===== config.mk =====
export PLATFORM = sky130hd
export DESIGN_NAME = match_run_logger
export DESIGN_NICKNAME = d
export VERILOG_FILES = /design/src/rtl/match_run_logger.sv
export SDC_FILE = /design/constraint.sdc
export NUM_CORES = 1
export LEC_CHECK = 0
export CAP_MARGIN = 10
export CORE_UTILIZATION = 45
export CTS_BUF_LIST = sky130_fd_sc_hd__clkbuf_4
export DETAILED_ROUTE_END_ITERATION = 8
export PLACE_DENSITY = 0.69
export SLEW_MARGIN = 10
export SYNTH_ARGS = -nofsm -noshare
export SYNTH_HDL_FRONTEND = slang
export SYNTH_SLANG_ARGS = --single-unit

===== constraint.sdc =====
create_clock -name clk -period 6.19 [get_ports clk]
set_input_delay 1.238 -clock clk [delete_from_list [all_inputs] [get_ports clk]]
set_output_delay 1.238 -clock clk [all_outputs]
set_load 0.1 [all_outputs]

===== src/rtl/match_run_logger.sv =====
// match_run_logger: measures contiguous high runs of match_in and queues their lengths in a FIFO
module match_run_logger #(
  parameter int CNT_W = 8,
  parameter int DEPTH = 4,
  parameter int TOT_W = 16
) (
  input  logic             clk,
  input  logic             reset,
  input  logic             match_in,
  input  logic             rd_ready,
  input  logic             clr_ovf,
  output logic             rd_valid,
  output logic [CNT_W-1:0] rd_data,
  output logic             run_active,
  output logic [TOT_W-1:0] run_count,
  output logic             overflow
);
  localparam int AW = $clog2(DEPTH);
  localparam logic [AW:0] FULL = (AW+1)'(DEPTH);
  typedef enum logic {IDLE, RUN} state_t;
  state_t state, state_nx;
  logic [CNT_W-1:0] len, len_nx;
  logic [CNT_W-1:0] mem [DEPTH];
  logic [AW-1:0] wr_ptr, rd_ptr;
  logic [AW:0] cnt;
  logic push, pop, accept, drop;
  assign push = (state == RUN) && !match_in;
  assign pop = rd_valid && rd_ready;
  assign accept = push && (cnt != FULL || pop);
  assign drop = push && cnt == FULL && !pop;
  assign rd_valid = cnt != '0;
  assign rd_data = rd_valid ? mem[rd_ptr] : '0;
  assign run_active = state == RUN;
  always_comb begin
    state_nx = match_in ? RUN : IDLE;
    len_nx = !match_in ? len : (state == IDLE) ? CNT_W'(1) : (len == '1) ? len : len + CNT_W'(1);
  end
  always_ff @(posedge clk or negedge reset) begin
    if (!reset) begin
      state <= IDLE;
      len <= '0;
      wr_ptr <= '0;
      rd_ptr <= '0;
      cnt <= '0;
      run_count <= '0;
      overflow <= 1'b0;
    end else begin
      state <= state_nx;
      len <= len_nx;
      if (accept) wr_ptr <= wr_ptr + AW'(1);
      if (pop) rd_ptr <= rd_ptr + AW'(1);
      cnt <= cnt + (AW+1)'(accept) - (AW+1)'(pop);
      if (push) run_count <= run_count + TOT_W'(1);
      // a drop at the same edge as a clear keeps the flag set
      if (drop) overflow <= 1'b1;
      else if (clr_ovf) overflow <= 1'b0;
    end
  end
  always_ff @(posedge clk) begin
    if (accept) mem[wr_ptr] <= len;
  end
endmodule


# Word-level counts from Yosys, hierarchy flattened

Memory sizes are Yosys's and may differ from the RTL's.
Cells that the tools add are included.

Add/subtract/negate cells: 6
Eq/ne operators: 4
Multiplexer cells: 8
Reduce and logical (&&, ||, !) cells: 11

Operators by type and width:

| kind                                                             | count |
|---|---|
| 8-bit 2-to-1 mux                                                 | 3 |
| 16-bit by 1-bit adder with 16-bit output (second input constant) | 1 |
| 8-bit by 1-bit adder with 8-bit output (second input constant)   | 1 |
| 8-bit equality test (second input constant)                      | 1 |
| 1-bit logical AND                                                | 5 |
| 1-bit 2-to-1 mux                                                 | 5 |
| 2-bit by 1-bit adder with 2-bit output (second input constant)   | 2 |
| 3-bit by 1-bit adder with 3-bit output                           | 1 |
| 3-bit equality test (second input constant)                      | 1 |
| 3-bit inequality test (second input constant)                    | 1 |
| 3-bit nonzero test                                               | 1 |
| 3-bit by 1-bit subtractor with 3-bit output                      | 1 |
| 1-bit zero test                                                  | 2 |
| 2-bit inequality test (second input constant)                    | 1 |
| 2-bit AND reduction                                              | 1 |
| 2-bit nonzero test                                               | 1 |
| 1-bit logical OR                                                 | 1 |

Register bits after elaboration: 33
RAM bits: 32
Word-level logic and storage cells: 37
Memories kept: 1

Memories:

| memory | depth | width | rd ports | clocked after memory_dff | write ports | line | source |
|---|---|---|---|---|---|---|---|
| mem    | 4     | 8     | 1        | 0                        | 1           | 23   | `logic [CNT_W-1:0] mem [DEPTH];` |

# Logic depth before layout (Yosys ltp)

Word-level depth: 6
Depth in mapped cells: 11
Mapped depth without buffers: 10

# Worst setup path before layout

OpenSTA, ideal clock, no wires.

Path kind: input port to flip-flop
From: input rd_ready
To: register cnt[2]
Library setup time: 0.125 ns
Arrival time: 2.995 ns
Required time: 6.065 ns
Path slack: 3.070 ns
Cell stages on the path: 10
Buffers on the path: 0
Cells stage by stage: or4b_4 -> and2_4 -> inv_1 -> ha_1 -> inv_1 -> ha_1 -> inv_1 -> fa_1 -> xnor2_1 -> xnor2_1

Cells in the longest elaborated chain, start to end: 5

RTL lines:

| what                                            | line | source |
|---|---|---|
| from (decl)                                     | 10   | `input logic rd_ready,` |
| 1-bit logical AND (*)                           | 28   | `assign pop = rd_valid && rd_ready;` |
| 1-bit logical OR                                | 29   | `assign accept = push && (cnt != FULL \|\| pop);` |
| 1-bit logical AND                               | 29   |  |
| 3-bit by 1-bit adder with 3-bit output          | 52   | `cnt <= cnt + (AW+1)'(accept) - (AW+1)'(pop);` |
| 3-bit by 1-bit subtractor with 3-bit output (*) | 52   |  |
| to (signal assigned)                            | 52   |  |
| to (decl)                                       | 25   | `logic [AW:0] cnt;` |

Every way passes the cells marked *; elsewhere a longest branch is shown, timed or not.
A chain may end at the register's enable or synchronous reset.

# Worst setup path in the final report

From: register rd_ptr[0]
To: output rd_data[7]

Cells in the longest elaborated chain, start to end: 2

RTL lines:

| what                   | line | source |
|---|---|---|
| from (decl)            | 24   | `logic [AW-1:0] wr_ptr, rd_ptr;` |
| from (signal assigned) | 51   | `if (pop) rd_ptr <= rd_ptr + AW'(1);` |
| memory 4 x 8 bit       | -    |  |
| 8-bit 2-to-1 mux       | 32   | `assign rd_data = rd_valid ? mem[rd_ptr] : '0;` |
| to (decl)              | 13   | `output logic [CNT_W-1:0] rd_data,` |

Every way passes these cells.

==> results_dict.tcl <==
set metrics [dict create \
    status "complete, no violations" \
    hpwl_mm 3.14 \
    yosys_warnings 0 \
    fin_util_pct 55.9 \
    drive_gt1_share_pct 17.9 \
    grt_setup_unrepaired "no" \
    path_delay_family "buffers and inverters" \
    drt_iter0_markers 138 \
    p_sw_uw 792 \
    critPathRequiredTime_ps 4950 \
    drc 0 \
    num-fill-cells 509 \
    startpoint_type "flip-flop" \
    layout_min_cycle_time_ps 4110 \
    multi_input_area_um2 1020 \
    swShare_pct 46.4 \
    critPathMaxStageDelay_ps 960 \
    die_area_um2 6760 \
    die_w_um 82.2 \
    drv_cap 0 \
    cts_sinks 65 \
    num_rows 28 \
    syn_nets 214 \
    worst_hold_path_type "reg2reg" \
    yosys.area_share.adder_pct 4.15 \
    post-cts-setup-buffers 0 \
    comb_power_share_pct 46.8 \
    max-slew-margin-rel_pct 34.8 \
    port_buffers 31 \
    routabilityCongestion 0.720 \
    synth_top_area_cell "edfxtp_1" \
    synth_ff_type "dfrtp_1" \
    ys_async_sr_fraction_pct 50.8 \
    n_antenna_cell 0 \
    antenna_found_initial 0 \
    vias 1655 \
    track_usage_pct 15.8 \
    ys_seq_elements 65 \
    area_growth_syn_to_layout_pct 17.1 \
    finalCritPeriodShare_pct 66.3 \
    cts.path.max_buffers 2 \
    synth_top_family_by_area "simple AND/OR/NAND/NOR gates" \
    setup_violations 0 \
    ir_worst_vdd_mv 0.478 \
    cp_cell_sequence "mux4_2, and2_2, clkdlybuf4s50_1" \
    path_max_fanout 10 \
    avgSynthCellArea_um2 14.5 \
    r2r_start "run_active" \
    cp_num_buf_inv 1 \
    clock_skew_ps 19.2 \
    routed_wl_mm 4.73 \
    worst_slack_ps 2080 \
    io_pins 32 \
    htreeDepth 3 \
    grt_pass1_vias 1558 \
    wl_per_cell_um 15.0 \
    hold_buffers 0 \
    p_int_uw 913 \
    synth_area_um2 2900 \
    synth_compound_area_share_pct 4.24 \
    yosysSeqAreaShare_pct 61.7 \
    slowest_stage "clkdlybuf4s50_1" \
    seq_area_um2 1790 \
    postRouteAntennaNets 0 \
    grt_pass1_wl_mm 7.65 \
    cts.clk_slew.worst_paths_ps 100 \
    crit_type "reg2out" \
    clkPwrFrac_pct 16.6 \
    yosys.area.top_type_share_pct 33.2 \
    post_cts_resized 0 \
    worst_ep_arrival_time_ps 2870 \
    yosys.cell_count.top_type "dfrtp_1" \
    synth_area_leaders "edfxtp_1 (33%), dfrtp_1 (29%), mux4_2 (6.2%)" \
    synth_edf_count 32 \
    startpoint "rd_ptr[0]" \
    p_leak_uw 0.00134 \
    p_seq_share_pct 36.6 \
    ctsRootBufferMaster "clkbuf_4" \
    cts_tree "done" \
    slew_violations 0 \
    hp-start "run_count[15]" \
    die-height_um 82.2 \
    synth-simple-area-share_pct 13.5 \
    p_per_area_nw_per_um2 503 \
    fin_nets 249 \
    numCtsBuffers 9 \
    synthCells 200 \
    worstMarginPinSlew_ps 975 \
    initial_core_util_pct 47.8 \
    report.power.total_uw 1710 \
    fin_setup_tns_ps 0 \
    synth_commonest_cells "dfrtp_1 (33), edfxtp_1 (32), nand2_1 (14), xnor2_1 (14), inv_1 (9)" \
    pre_cts_ws_ps 1940 \
    grt_max_degree 34 \
    yosys.area_share.xor_xnor_pct 6.31 \
    synthMuxAreaShare_pct 6.96 \
    drt_first_pass_iters 4 \
    netlist-cell-type-count 39 \
    core-area_um2 6060 \
    max_freq_mhz 244 \
    clkLatencyLatePin_ps 400 \
    end_kind "output port" \
    via_per_inst 5.25 \
    grt-ovfl-total 0 \
    hold_viol 0 \
]
==> state kept, by name (all words and copies together), names as in the netlist <==
register / flops
len: 8
rd_ptr: 2
cnt: 3
mem: 32
run_count: 16
run_active: 1
overflow: 1
wr_ptr: 2
==> kinds of logic after synthesis <==
| kind of cell | after synthesis |
|---|---|
| AO/OA/AOI/OAI | 20 |
| XOR/XNOR | 20 |
| adder cells (fa/ha/maj) | 9 |
| buffers and inverters | 17 |
| flip-flops | 65 |
| multiplexers | 10 |
| AND/OR/NAND/NOR | 59 |
==> metrics by stage <==
step / instances / area, µm² / hold WS, ps
after floorplan: 200 / 2900 / 490
after global placement: 299 / 3250 / 478
after detailed placement: 299 / 3250 / 479
after CTS: 315 / 3390 / 497
after global routing: 315 / 3390 / 525
final: 315 / 3390 / 494
==> cells in the final DEF (no fill, tap or decap), types with 2 or more instances in the layout <==
cell type / instances
xor2_1: 5
inv_1: 9
nand4b_1: 2
ha_1: 8
and2_4: 2
nand4_1: 6
nand2_1: 14
and2_2: 8
xnor2_1: 14
dfrtp_1: 33
and4_1: 4
clkdlybuf4s50_1: 31
o211ai_1: 2
nor2_4: 2
nand3_1: 4
o21ai_0: 4
clkbuf_4: 13
a41oi_1: 2
edfxtp_1: 32
mux4_2: 8
and2_1: 2
a21oi_1: 8
and3_1: 8
==> worst paths after layout <==
path	endpoint	slack, ps	cells past startpoint
max	rd_data[7]	2080	3
min	run_count[15]	490	1
max in group asynchronous	cnt[1]	4630	2
min reg2reg	run_count[15]	490	1
max reg2reg	cnt[2]	3340	10
min in group asynchronous	run_count[9]	1230	2
==> cell type report <==
class | instances | share of cell area (%)
inverter | 9 | 0.996
tap | 75 | 2.77
clock buffer | 13 | 2.88
multi-input combinational | 118 | 30.0
sequential | 65 | 52.7
clock inverter | 3 | 1.25
timing repair buffer | 32 | 9.37
==> power groups by stage <==
stage,Sequential [µW],Combinational [µW],Clock (µW)
2_1_floorplan,725,552,0
4_1_cts,628,804,288
5_1_grt,640,840,307
3_3_place_gp,633,795,0
3_5_place_dp,635,803,0
6_report,625,798,283
==> routing by layer <==
| metal | vias to the layer above | wire [µm] | global-route usage (%) |
|---|---|---|---|
| li1 | 805 | - | - |
| met1 | 807 | 2360 | 22.4 |
| met2 | 36 | 2120 | 22.6 |
| met3 | 7 | 186 | 3.30 |
| met4 | 0 | 58 | 8.95 |
| met5 | - | 0 | 0 |
Note: power is estimated with default switching activity, not from simulation.
